[src/rtl/y86_execute_stage.sv]
// Y86-64 execute stage: computes valE, holds the ZF/SF/OF condition codes, evaluates Cnd and
// registers the results into the E->M pipeline register behind a valid/ready handshake.
module y86_execute_stage #(
  parameter int unsigned W          = 64,
  parameter int unsigned STACK_STEP = 8
) (
  input  logic         clk,
  input  logic         rst,
  input  logic         flush,
  input  logic         m_exc,
  input  logic         in_valid,
  output logic         in_ready,
  input  logic [3:0]   in_icode,
  input  logic [3:0]   in_ifun,
  input  logic [W-1:0] in_valA,
  input  logic [W-1:0] in_valB,
  input  logic [W-1:0] in_valC,
  input  logic [3:0]   in_dstE,
  output logic         out_valid,
  input  logic         out_ready,
  output logic [3:0]   out_icode,
  output logic [W-1:0] out_valE,
  output logic [W-1:0] out_valA,
  output logic [3:0]   out_dstE,
  output logic         out_cnd,
  output logic [2:0]   cc
);

  localparam logic [W-1:0] StackStep = W'(STACK_STEP);

  logic         accept;
  logic [W-1:0] add_a, add_b, add_sum, vale;
  logic         add_cin;
  logic         is_opq, op_ok, cc_we;
  logic         zf_new, sf_new, of_new;
  logic         zf, sf, of_flag, cond, cnd_eff;
  logic [3:0]   dste_eff;

  assign in_ready = !flush && (!out_valid || out_ready);
  assign accept   = in_valid && in_ready;

  assign is_opq = (in_icode == 4'h6);
  assign op_ok  = (in_ifun <= 4'h3);
  assign cc_we  = accept && is_opq && op_ok && !m_exc;

  // Single shared adder; subtraction is valB + ~x + 1.
  assign add_sum = add_a + add_b + W'(add_cin);

  always_comb begin
    add_a   = '0;
    add_b   = '0;
    add_cin = 1'b0;
    vale    = '0;
    unique case (in_icode)
      4'h2: begin
        add_a = in_valA;
        vale  = add_sum;
      end
      4'h3: begin
        add_a = in_valC;
        vale  = add_sum;
      end
      4'h4, 4'h5: begin
        add_a = in_valB;
        add_b = in_valC;
        vale  = add_sum;
      end
      4'h6: begin
        add_a = in_valB;
        unique case (in_ifun)
          4'h0: begin
            add_b = in_valA;
            vale  = add_sum;
          end
          4'h1: begin
            add_b   = ~in_valA;
            add_cin = 1'b1;
            vale    = add_sum;
          end
          4'h2:    vale = in_valB & in_valA;
          4'h3:    vale = in_valB ^ in_valA;
          default: vale = '0;
        endcase
      end
      4'h8, 4'hA: begin
        add_a   = in_valB;
        add_b   = ~StackStep;
        add_cin = 1'b1;
        vale    = add_sum;
      end
      4'h9, 4'hB: begin
        add_a = in_valB;
        add_b = StackStep;
        vale  = add_sum;
      end
      default: vale = '0;
    endcase
  end

  always_comb begin
    zf_new = (vale == '0);
    sf_new = vale[W-1];
    of_new = 1'b0;
    if (in_ifun == 4'h0) begin
      of_new = (in_valA[W-1] == in_valB[W-1]) && (vale[W-1] != in_valB[W-1]);
    end else if (in_ifun == 4'h1) begin
      of_new = (in_valA[W-1] != in_valB[W-1]) && (vale[W-1] != in_valB[W-1]);
    end
  end

  // Cnd uses the flags as they stand before this instruction's own update.
  assign zf      = cc[2];
  assign sf      = cc[1];
  assign of_flag = cc[0];

  always_comb begin
    cond = 1'b0;
    unique case (in_ifun)
      4'h0:    cond = 1'b1;
      4'h1:    cond = (sf ^ of_flag) | zf;
      4'h2:    cond = sf ^ of_flag;
      4'h3:    cond = zf;
      4'h4:    cond = !zf;
      4'h5:    cond = !(sf ^ of_flag);
      4'h6:    cond = !(sf ^ of_flag) && !zf;
      default: cond = 1'b0;
    endcase
  end

  assign cnd_eff  = ((in_icode == 4'h2) || (in_icode == 4'h7)) ? cond : 1'b0;
  assign dste_eff = ((in_icode == 4'h2) && !cond) ? 4'hF : in_dstE;

  always_ff @(posedge clk) begin
    if (rst) begin
      cc <= 3'b100;
    end else if (cc_we) begin
      cc <= {zf_new, sf_new, of_new};
    end
  end

  always_ff @(posedge clk) begin
    if (rst) begin
      out_valid <= 1'b0;
      out_icode <= 4'h1;
      out_valE  <= '0;
      out_valA  <= '0;
      out_dstE  <= 4'hF;
      out_cnd   <= 1'b0;
    end else if (flush) begin
      out_valid <= 1'b0;
    end else if (accept) begin
      out_valid <= 1'b1;
      out_icode <= in_icode;
      out_valE  <= vale;
      out_valA  <= in_valA;
      out_dstE  <= dste_eff;
      out_cnd   <= cnd_eff;
    end else if (out_valid && out_ready) begin
      out_valid <= 1'b0;
    end
  end

endmodule

[config.mk]
export PLATFORM = sky130hd
export DESIGN_NAME = y86_execute_stage
export DESIGN_NICKNAME = d
export VERILOG_FILES = /design/src/rtl/y86_execute_stage.sv
export SDC_FILE = /design/constraint.sdc
export NUM_CORES = 1
export LEC_CHECK = 0
export ABC_AREA = 1
export CAP_MARGIN = 5
export CORE_ASPECT_RATIO = 0.8
export CORE_MARGIN = 2
export CORE_UTILIZATION = 53
export DETAILED_ROUTE_END_ITERATION = 7
export PLACE_DENSITY = 0.85
export SLEW_MARGIN = 15
export SYNTH_ARGS = -nofsm -noshare
export SYNTH_HDL_FRONTEND = slang
export SYNTH_SLANG_ARGS = --single-unit
[constraint.sdc]
create_clock -name clk -period 5 [get_ports clk]
set_input_delay 1 -clock clk [delete_from_list [all_inputs] [get_ports clk]]
set_output_delay 1 -clock clk [all_outputs]
set_load 0.05 [all_outputs]
# == Word level (Yosys, flattened, before mapping) ==
# Cells that the tools add are included.
# totals
out_inout_bits,142
register_bits,141
inputBits,210
elab_cells,78
# classes
bitwise,6
n_mux,14
eq_ne,19
n_reduce_logical,29
addsub,2
magnitude_cmp,1
# op_table
operator,n
one-hot mux 64 bit (3 select lines),2
one-hot mux 64 bit (2 select lines),2
one-hot mux 64 bit (4 select lines),1
adder 64 x 1 -> 64 bit,1
adder 64 bit,1
bitwise AND 64 bit,1
zero test 64 bit,1
NOT 64 bit,1
bitwise XOR 64 bit,1
"== test 4 x 3 -> 1 bit, second input constant",7
"== test 4 x 2 -> 1 bit, second input constant",4
"== test 4 bit, second input constant",4
logical AND 1 bit,10
OR reduction 2 bit,5
OR reduction 8 bit,1
one-hot mux 1 bit (7 select lines),1
OR reduction 7 bit,1
zero test 1 bit,6
two-way mux 1 bit,6
"== test 4 x 1 -> 1 bit, second input constant",1
"<= comparator 4 x 2 -> 1 bit, second input constant",1
zero test 4 bit,1
two-way mux 4 bit,1
logical OR 1 bit,2
8 further kinds,9

# == Depth between registers and ports, before layout ==
# Gate-level depths: netlist of the first run.
# depth
ltp_word,11
mapped_depth,31
mapped_depth_nobuf,29

# == Worst setup path before layout of the first run ==
# OpenSTA, ideal clock, no wires.
# synth_timing
kind,in2reg
from,input in_ifun[1]
to,register cc[2]
cell_stages,26
setup_ns,0.060
path_buffers,3
t_required_ns,4.940
arrival_time_ns,4.307
setup_slack_ns,0.634
cell_sequence,buf_2 nor2_1 nand2_1 clkbuf_1 clkbuf_1 nand2_1 o211ai_1 nand3_1 fa_1 fa_1 nand2_1 nand3_1 nand2_1 nand2_1 or2_2 nand3_1 nand2_1 nor2_1 nand2_1 nor2_1 nand2_1 nor2_1 nand2_1 nor2_1 nand3_1 nand2_1
# synth_via
elab_chain_len,8
elab_cells_between_ends,17
cone_classes,add/sub: 2; order compare: 1; eq/ne: 3; mux: 6; reduce/logical: 5
# synth_lines
element,line,rtl
start: declaration,14,"input logic [3:0] in_ifun,"
== test 4 x 1 -> 1 bit / zero test 4 bit (equally long branches),70,unique case (in_ifun)
one-hot mux 64 bit (2 select lines),70,
one-hot mux 64 bit (4 select lines),54,unique case (in_icode)
adder 64 bit,47,assign add_sum = add_a + add_b + W'(add_cin);
adder 64 x 1 -> 64 bit,47,
one-hot mux 64 bit (3 select lines),70,
one-hot mux 64 bit (2 select lines),54,
zero test 64 bit,101,zf_new = (vale == '0);
end signal: assignment,137,"cc <= {zf_new, sf_new, of_new};"
end: declaration,26,output logic [2:0] cc
# Several ways; a longest one is shown, not always the timed one.
# A chain may end at the register's enable or synchronous reset.

# == Worst setup path after layout of the first run ==
# layout_timing
from,input in_icode[1]
to,register cc[2]
# layout_via
elab_chain_len,8
elab_cells_between_ends,25
cone_classes,add/sub: 2; eq/ne: 9; mux: 5; reduce/logical: 9
# layout_lines
element,line,rtl
start: declaration,13,"input logic [3:0] in_icode,"
== test 4 x 3 -> 1 bit (tied with other cells),"42, 54",
OR reduction 7 bit (no source line) (tied with other cells),--,
one-hot mux 64 bit (3 select lines) / one-hot mux 64 bit (4 select lines) (equally long branches),54,
adder 64 bit,47,
adder 64 x 1 -> 64 bit,47,
one-hot mux 64 bit (3 select lines),70,
one-hot mux 64 bit (2 select lines),54,
zero test 64 bit,101,
# Several ways; a longest one is shown, not always the timed one.

==> results of run 1 <==
==> layer usage <==
metal  vias up  track usage  share of wire
li1      10020            -              -
met1      9783       0.6153           0.41
met2      1711       0.6692           0.40
met3       263       0.1252           0.15
met4         2       0.1515          0.035
met5         -            0        0.00018
==> cells in the mapped netlist, types with 2 or more instances <==
master,count,share of area
sky130_fd_sc_hd__nand2_1,1067,0.25
sky130_fd_sc_hd__inv_1,369,0.088
sky130_fd_sc_hd__nand3_1,185,0.059
sky130_fd_sc_hd__nor2_1,174,0.041
sky130_fd_sc_hd__a21oi_1,151,0.048
sky130_fd_sc_hd__dfxtp_1,141,0.18
sky130_fd_sc_hd__ha_1,126,0.10
sky130_fd_sc_hd__clkbuf_1,90,0.021
sky130_fd_sc_hd__o211ai_1,90,0.043
sky130_fd_sc_hd__o21ai_0,83,0.026
sky130_fd_sc_hd__a22oi_1,56,0.027
sky130_fd_sc_hd__a32o_1,48,0.030
sky130_fd_sc_hd__o21bai_1,47,0.022
sky130_fd_sc_hd__nor3_1,18,0.0057
sky130_fd_sc_hd__buf_1,17,0.0040
sky130_fd_sc_hd__buf_2,15,0.0048
sky130_fd_sc_hd__nand3b_1,13,0.0062
sky130_fd_sc_hd__nand4_1,12,0.0048
sky130_fd_sc_hd__o221ai_1,10,0.0055
sky130_fd_sc_hd__or2_2,8,0.0032
sky130_fd_sc_hd__inv_2,7,0.0017
sky130_fd_sc_hd__nor2_2,6,0.0024
sky130_fd_sc_hd__o21ai_1,6,0.0019
sky130_fd_sc_hd__a31oi_1,5,0.0020
sky130_fd_sc_hd__o22ai_1,4,0.0016
sky130_fd_sc_hd__nand2_2,3,0.0012
sky130_fd_sc_hd__xnor2_1,3,0.0017
sky130_fd_sc_hd__a21o_1,2,0.00095
sky130_fd_sc_hd__buf_6,2,0.0014
sky130_fd_sc_hd__clkinv_1,2,0.00048
sky130_fd_sc_hd__fa_1,2,0.0025
sky130_fd_sc_hd__nand3_2,2,0.0013
sky130_fd_sc_hd__nor2_8,2,0.0025
==> kinds of logic after synthesis <==
logic type,synth area share
flops,0.1788
buf+inv,0.1220
xor+xnor,0.002219
fa+ha+maj,0.1024
simple gates,0.3832
compound gates,0.2115
==> layout make-up <==
cell class	count	area, µm²
clock buffers	17	425.4
clock inverters	15	183.9
fillers	2302	7425
inverters	378	1421
multi-input cells	2134	11100
flip-flops and latches	141	2823
well taps	377	471.7
repair buffers	587	5434
==> repair_timing <==
item                       CTS  global route
setup endpoints to repair    0             2
gates resized for setup      0             6
hold buffers                 0             0
==> worst min-delay path, delay by kind of cell (launching register included) <==
kind	cells	cell delay (ns)
flops	1	0.31
compound gates	1	0.05
simple gates	1	0.06
==> power groups by stage <==
| stage | clock, mW | combinational [mW] | sequential, mW |
|---|---|---|---|
| floorplan | 0 | 0.804 | 1.46 |
| global placement | 0 | 1.89 | 1.24 |
| detailed placement | 0 | 1.92 | 1.25 |
| CTS | 1.41 | 1.94 | 1.22 |
| global route | 1.46 | 2.14 | 1.23 |
| finish | 1.43 | 2.01 | 1.23 |
==> registers in the layout, summed over array words and instances, names as in the netlist <==
| name | flops |
|---|---|
| out_valid | 1 |
| cc | 3 |
| out_valA | 64 |
| out_valE | 64 |
| out_cnd | 1 |
| out_icode | 4 |
| out_dstE | 4 |
==> final timing paths <==
check	start	endpoint	slack, ns
max	in_icode[1]	cc[2]$_SDFFE_PP1P_	0.20
min	out_valA[61]$_SDFFE_PP0P_	out_valA[61]$_SDFFE_PP0P_	0.47
max reg2reg	out_valid$_SDFFE_PP0P_	out_valE[57]$_SDFFE_PP0P_	1.84
min reg2reg	out_valA[61]$_SDFFE_PP0P_	out_valA[61]$_SDFFE_PP0P_	0.47
==> out/summary.md, run 1 <==
The flow ran to the end, but the final reports show violations. The final reports fail on design-rule violations. The run gives 4.665 mW as the total design power. The run gives 0.4469 as the total routing resource utilization after global routing. The tools report the worst IR drop on VDD as 279.5 µV. The detailed-route wire length was 72,040 µm; the global-route wire length before repair was 108,700 µm. After detailed routing, the average wire length per cell comes to 19.74 µm. Internal power comes to 2.704 mW. Core region area: 29,290 µm². For the netlist area before placement, the log shows 15,790 µm². Proportion of layout cells with a drive suffix above 1: 0.09474. The category of the worst setup path launch point is an input port.

Timing would allow up to 208.2 MHz. For the final worst-path setup slack, the log shows 0.1971 ns. The tools report the kind of capture point of the worst setup path as a flop.

Synthesis produced 2,778 cells. The run gives 21,780 as the via total after detailed routing. The critical path class was in -> reg.

For this run, the slowest stage of the critical path takes 0.57 ns. Among cell families on the critical path, the largest total delay comes from simple AND/OR/NAND/NOR gates. Across all hold checks on the routed design, the worst slack comes to 0.4651 ns. The tools report the post-layout net count as 3,597.

The logs give 141 for the number of sinks on the clock net and 1.086 for the routability congestion estimate. The pre-antenna-repair detailed-routing pass consisted of 8 iterations. The share of the clock period used by the worst path was 0.9606. The largest individual stage delay along the critical path comes from the cell sky130_fd_sc_hd__clkdlybuf4s50_1. Once layout is complete, the cells apart from fillers number 3,649. The total stage count of the critical path is 26, and the placed cell count is 3,617. Pin placement for this block handled 352 I/O pins. The most used flip-flop cell after synthesis is sky130_fd_sc_hd__dfxtp_1.

The clock passes through at most 2 buffers. In this run, the number of DRC markers left after iteration 0 of detailed routing was 3,178. The worst hold path passes through 2 cells.

The power dissipated by switching net loads was 1.961 mW; the number of endpoints with negative hold slack in the final report was 0. The logs give 4 for the depth of the CTS H-tree and 0 for the number of warning messages in the yosys log. For the share of synthesized area occupied by flip-flops and latches, the log shows 0.1788. The post-place setup slack came out at -0.2679 ns. For the worst setup path, the data arrival time is 5.18 ns.

TritonCTS built the clock tree. The number of antenna repair diodes is 0, and the buffers inserted during post-CTS setup optimization is 0. The run gives 19,910 as the via count of the first global-routing pass. The critical path required time was 5.37 ns; the number of max-capacitance violations reported was 0. Setup repair after global routing left no endpoint under its margin.

After routing, the total negative slack on setup checks comes to 0 ns. The register bit total from synthesis was 141; the clock network fraction of total power was 0.306. The worst path buffer plus inverter count is 6, and the TritonCTS buffer count is 17. The detail route stage leaves a number of antenna-violating nets equal to 0. The tools report the root buffer cell as sky130_fd_sc_hd__clkbuf_16. The cell area after layout came out at 21,860 µm². The proportion of register bits with asynchronous set or reset after synthesis came out at 0.

The logic gate share of total power was 0.431. The chip width was 197.0 µm; the largest net degree at the start of global routing was 76. The floorplan step defined a die boundary enclosing 31,200 µm². For the max-slew violation count, the log shows 0.

The power density relative to cell area is 213.4 nW/µm², and the mean instance size in the synthesized netlist is 5.684 µm². The area growth from synthesis to layout is 38.47%, and the minimum period implied by the final worst setup slack is 4.803 ns. The clock-pin transition on the worst setup and hold timing paths was 0.09 ns. Summed over all cells, the static leakage comes to 11.29 nW. The clock latency on the worst-skew pair is 0.47 ns.

The height of the chip is 158.4 µm, and the number of enable-type register cells in the synthesized netlist is 0. In this run the worst path has a maximum fanout of 23. For the share of the core filled with cells in the final layout, the log shows 0.7465. The number of nets in the synthesized netlist is 3,116. The relative contribution of sequential cells to total power came out at 0.263. The worst register-to-register path has a depth of 7. The post-route clock skew is 0.02402 ns. Leaving out fill and tap cells, the most frequent cells in the layout are sky130_fd_sc_hd__nand2_1, sky130_fd_sc_hd__inv_1, sky130_fd_sc_hd__clkdlybuf4s50_1. The cell that appears most often on the critical path is sky130_fd_sc_hd__nand2_1. The switching part of the total power came out at 0.4203. The run gives 1 as the count of unresolved DRC violations after routing.

For the pin with the worst max-slew slack, the measured transition is 1.192 ns. The number of input and output port buffers inserted came out at 351. The initial antenna violation count was 1; the count of endpoints failing setup in the final report was 0. The min-delay analysis places its worst path in the category reg -> reg.

The floorplan has 56 rows. The routed via count divided by cell count works out to 5.968. Leaving out fill and tap cells, the most frequent cell in the layout is sky130_fd_sc_hd__nand2_1. After detailed placement, the total cell area comes to 21,230 µm². The wire-length estimate of the detail-placed layout is 55,740 µm. The effective utilization at floorplan is 0.5391. The total overflow left after global routing is 0.

The logs give 0.2051 for the worst slew margin relative to its limit and 45 for the number of library cell types mapped by synthesis.
(Power assumes the default switching activity.)
==> run 2: changes to the inputs <==
--- a/config.mk
+++ b/config.mk
@@ -7,11 +7,14 @@
 export LEC_CHECK = 0
 export ABC_AREA = 1
 export CAP_MARGIN = 5
+export CELL_PAD_IN_SITES_DETAIL_PLACEMENT = 1
+export CELL_PAD_IN_SITES_GLOBAL_PLACEMENT = 2
 export CORE_ASPECT_RATIO = 0.8
 export CORE_MARGIN = 2
-export CORE_UTILIZATION = 53
+export CORE_UTILIZATION = 26
+export CTS_CLUSTER_SIZE = 16
 export DETAILED_ROUTE_END_ITERATION = 7
-export PLACE_DENSITY = 0.85
+export PLACE_DENSITY = 0.84
 export SLEW_MARGIN = 15
 export SYNTH_ARGS = -nofsm -noshare
 export SYNTH_HDL_FRONTEND = slang
==> run 2 against run 1 <==
Critical path depth grew 1. Power up 1.9%. Worst hold slack lost 0.00084 ns. Global-route usage is 16 points lower. Highest routed layer unchanged. Largest power group unchanged. The flow now finishes without violations. Sequential power barely moved. Register-to-register slack improved by 0.37 ns. Count of clock-buffer cells in the layout stayed put. Sequential share of layout area is 0.82 points lower. Non-clock buffer count grew 106. Clock power shrank 3%.
==> out/summary.md, run 2 (same netlist as run 1, synthesis figures left out) <==
The peak fanout along the critical path came out at 24 (+4.3%). The run gives 80 (+43%) as the total number of placement rows. Buffer depth of the longest clock path: 2 (unchanged). The worst IR drop on VDD was 207.7 µV (-26%); the proportion of layout cells with a drive suffix above 1 was 0.1276 (+0.03285).

The tools report the number of endpoints with negative hold slack in the final report as 0 (unchanged). In this run the clock root is driven by a sky130_fd_sc_hd__clkbuf_16. The power density relative to cell area is 203.7 nW/µm² (-4.5%).

The minimum period implied by the final worst setup slack works out to 4.777 ns (-0.02571 ns). The remaining antenna violation count is 0 (unchanged), and the post-layout net count is 3,703 (+2.9%). The final worst-path setup slack is 0.2228 ns (+0.02571 ns). The critical path required time came out at 5.45 ns (+0.08 ns).

The tools report the depth of the CTS H-tree as 4 (unchanged). Relative to the synthesized area, the layout overhead comes to 47.88%. The logs give 0.257 (-0.006) for the relative contribution of sequential cells to total power and 0.4642 ns (-0.0008380 ns) for the minimum hold slack. The largest registers in the layout are out_valA x64, out_valE x64. The switching part of the total power was 0.4308 (+0.01050); the non-filler instance count after layout was 4,161 (+14%). The height of the chip is 224.4 µm (+42%). The flow ran to the end, and the final reports show no timing, DRC or antenna violations.

The critical register-to-register path startpoint was out_valid$_SDFFE_PP0P_. Commonest non-fill, non-tap cell in the layout: sky130_fd_sc_hd__nand2_1. For the clock network fraction of total power, the log shows 0.292 (-0.014). The count of unresolved DRC violations after routing came out at 0 (-1). The top cell types in the final layout, fill and taps aside, are sky130_fd_sc_hd__nand2_1, sky130_fd_sc_hd__inv_1, sky130_fd_sc_hd__clkdlybuf4s50_1. For the detailed placement HPWL, the log shows 72,520 µm (+30%). The routed via count divided by cell count is 5.039 (-16%), and the post-route clock skew is 0.01442 ns (-0.009595 ns). The logs give 4,125 (+14%) for the placed cell count and 67 (-12%) for the largest net degree at the start of global routing. The total die area was 62,730 µm² (+100%). The clock-pin transition on the worst setup and hold timing paths came out at 0.08 ns (about the same). The count of endpoints failing setup in the final report came out at 0 (unchanged).

The number of input and output port buffers inserted came out at 351 (unchanged). The run gives 5 (-3) as the detailed-router iteration count before antenna repair. The logs give 0.3901 (-0.3564) for the share of the core filled with cells in the final layout and 5.23 ns (+0.05 ns) for the arrival time of data at the critical path endpoint. The total routing resource utilization after global routing came out at 0.2830 (-0.1639). The maximum frequency from static timing analysis is 209.3 MHz (+0.54%). The via count of the first global-routing pass was 21,740 (+9.2%).

For the routability congestion estimate, the log shows 0.9102 (-16%). The effective utilization at floorplan was 0.2638 (-0.2753); the remaining global-route overflow was 0 (unchanged). The category of the worst setup path launch point is an input port.

The actual transition at the worst max-transition pin is 0.9383 ns (-0.2540 ns). The buffers inserted during post-CTS setup optimization came out at 0 (unchanged). The critical path class is in -> reg. The global-route wire length before repair came out at 135,000 µm (+24%). The tools report the critical path startpoint as in_icode[2]. TritonCTS built the clock tree. The number of design-rule violations left by the first detailed-router iteration was 1,456 (-54%). The min-delay analysis places its worst path in the category reg -> reg.

The tools report the TritonCTS buffer count as 17 (unchanged). Setup repair after global routing left no endpoint under its margin. The initial antenna violation count is 4 (+3). I/O pin total: 352 (unchanged). For the cell area after layout, the log shows 23,350 µm² (+6.8%). The max-slew violation count came out at 0 (unchanged).

The clock latency on the worst-skew pair is 0.51 ns (+0.04 ns), and the number of sinks on the clock net is 141 (unchanged). The tools report the total design power as 4.755 mW (+1.9%). The logic gate share of total power is 0.451 (+0.020). The chip width works out to 279.5 µm (+42%). Share of the clock period used by the worst path: 0.9554 (-0.005142).

The logs give -0.5354 ns (-0.2675 ns) for the post-place setup slack and 11.85 nW (+5.0%) for the leakage dissipation. The core region area is 59,860 µm² (+100%), and the number of max-capacitance violations reported is 0 (unchanged). The detailed-route wire length per cell came out at 21.57 µm (+9.2%).

The internal portion of total power came out at 2.707 mW (about the same). The run gives 89,750 µm (+25%) as the detailed-route wire length. The startpoint identified for the worst hold timing path is out_valA[29]$_SDFFE_PP0P_. The run gives 0 ns (unchanged) as the final-layout setup total negative slack. For the placed instance area, the log shows 22,670 µm² (+6.8%). Power dissipated by switching net loads: 2.049 mW (+4.5%). The kind of capture point of the worst setup path was a flop. The worst slew margin relative to its limit is 0.3744 (+0.1693). The run gives 20,970 (-3.7%) as the via total after detailed routing.
-- run 2: final timing paths --
check / cells past startpoint / slack, ns / to
max: 27 / 0.22 / cc[2]$_SDFFE_PP1P_
min: 2 / 0.46 / out_valA[29]$_SDFFE_PP0P_
max reg2reg: 6 / 2.21 / out_dstE[0]$_SDFFE_PP1P_
min reg2reg: 2 / 0.46 / out_valA[29]$_SDFFE_PP0P_
-- run 2: what timing repair did --
action / in CTS / in global routing
resized for setup: 0 / 26
hold buffers: 0 / 0
setup endpoints to repair: 0 / 7
-- run 2: final cells by class --
| class | instances | area, µm² |
|---|---|---|
| clock inverters | 15 | 160.2 |
| multi-input cells | 2134 | 11160 |
| inverters | 378 | 1421 |
| fillers | 7815 | 36510 |
| repair buffers | 693 | 6375 |
| diodes | 4 | 10.01 |
| clock buffers | 17 | 425.4 |
| flip-flops and latches | 141 | 2823 |
| well taps | 779 | 974.7 |
-- run 2: power by group through the flow --
| stage | combinational [mW] | clock, mW | sequential [mW] |
|---|---|---|---|
| 6_report | 2.14 | 1.39 | 1.22 |
| 5_1_grt | 2.31 | 1.45 | 1.23 |
| 4_1_cts | 2.12 | 1.42 | 1.22 |
| 3_5_place_dp | 2.11 | 0 | 1.25 |
| 3_3_place_gp | 2.07 | 0 | 1.25 |
| 2_1_floorplan | 0.804 | 0 | 1.46 |
-- run 2: layer usage --
layer,global-route usage,vias up,wire length (µm)
met3,0.05256,71,5812
met2,0.4307,581,37560
met4,0.05348,2,1200
met5,0,-,13
li1,-,10230,-
met1,0.4147,10080,45160
-- run 2: worst max-delay path, cell delays in order --
cell and delay [ns]:
sky130_fd_sc_hd__clkdlybuf4s50_1 0.45, sky130_fd_sc_hd__buf_4 0.16, sky130_fd_sc_hd__nand2_2 0.17, sky130_fd_sc_hd__o21ai_4 0.13, sky130_fd_sc_hd__buf_12 0.18, sky130_fd_sc_hd__a22oi_1 0.18, sky130_fd_sc_hd__nand2_1 0.08, sky130_fd_sc_hd__ha_1 0.46
sky130_fd_sc_hd__nand2_1 0.19, sky130_fd_sc_hd__buf_4 0.18, sky130_fd_sc_hd__nor2_1 0.13, sky130_fd_sc_hd__buf_4 0.15, sky130_fd_sc_hd__nand2_1 0.09, sky130_fd_sc_hd__nor2_1 0.14, sky130_fd_sc_hd__nand2_1 0.10, sky130_fd_sc_hd__nand3_1 0.15
sky130_fd_sc_hd__buf_4 0.12, sky130_fd_sc_hd__nand2_1 0.09, sky130_fd_sc_hd__a21oi_1 0.15, sky130_fd_sc_hd__nor2_1 0.06, sky130_fd_sc_hd__nor2_1 0.30, sky130_fd_sc_hd__nand3_1 0.13, sky130_fd_sc_hd__nor2_1 0.10, sky130_fd_sc_hd__nand3_1 0.08
sky130_fd_sc_hd__nor2_1 0.09, sky130_fd_sc_hd__nand3_1 0.08, sky130_fd_sc_hd__nand2_1 0.06
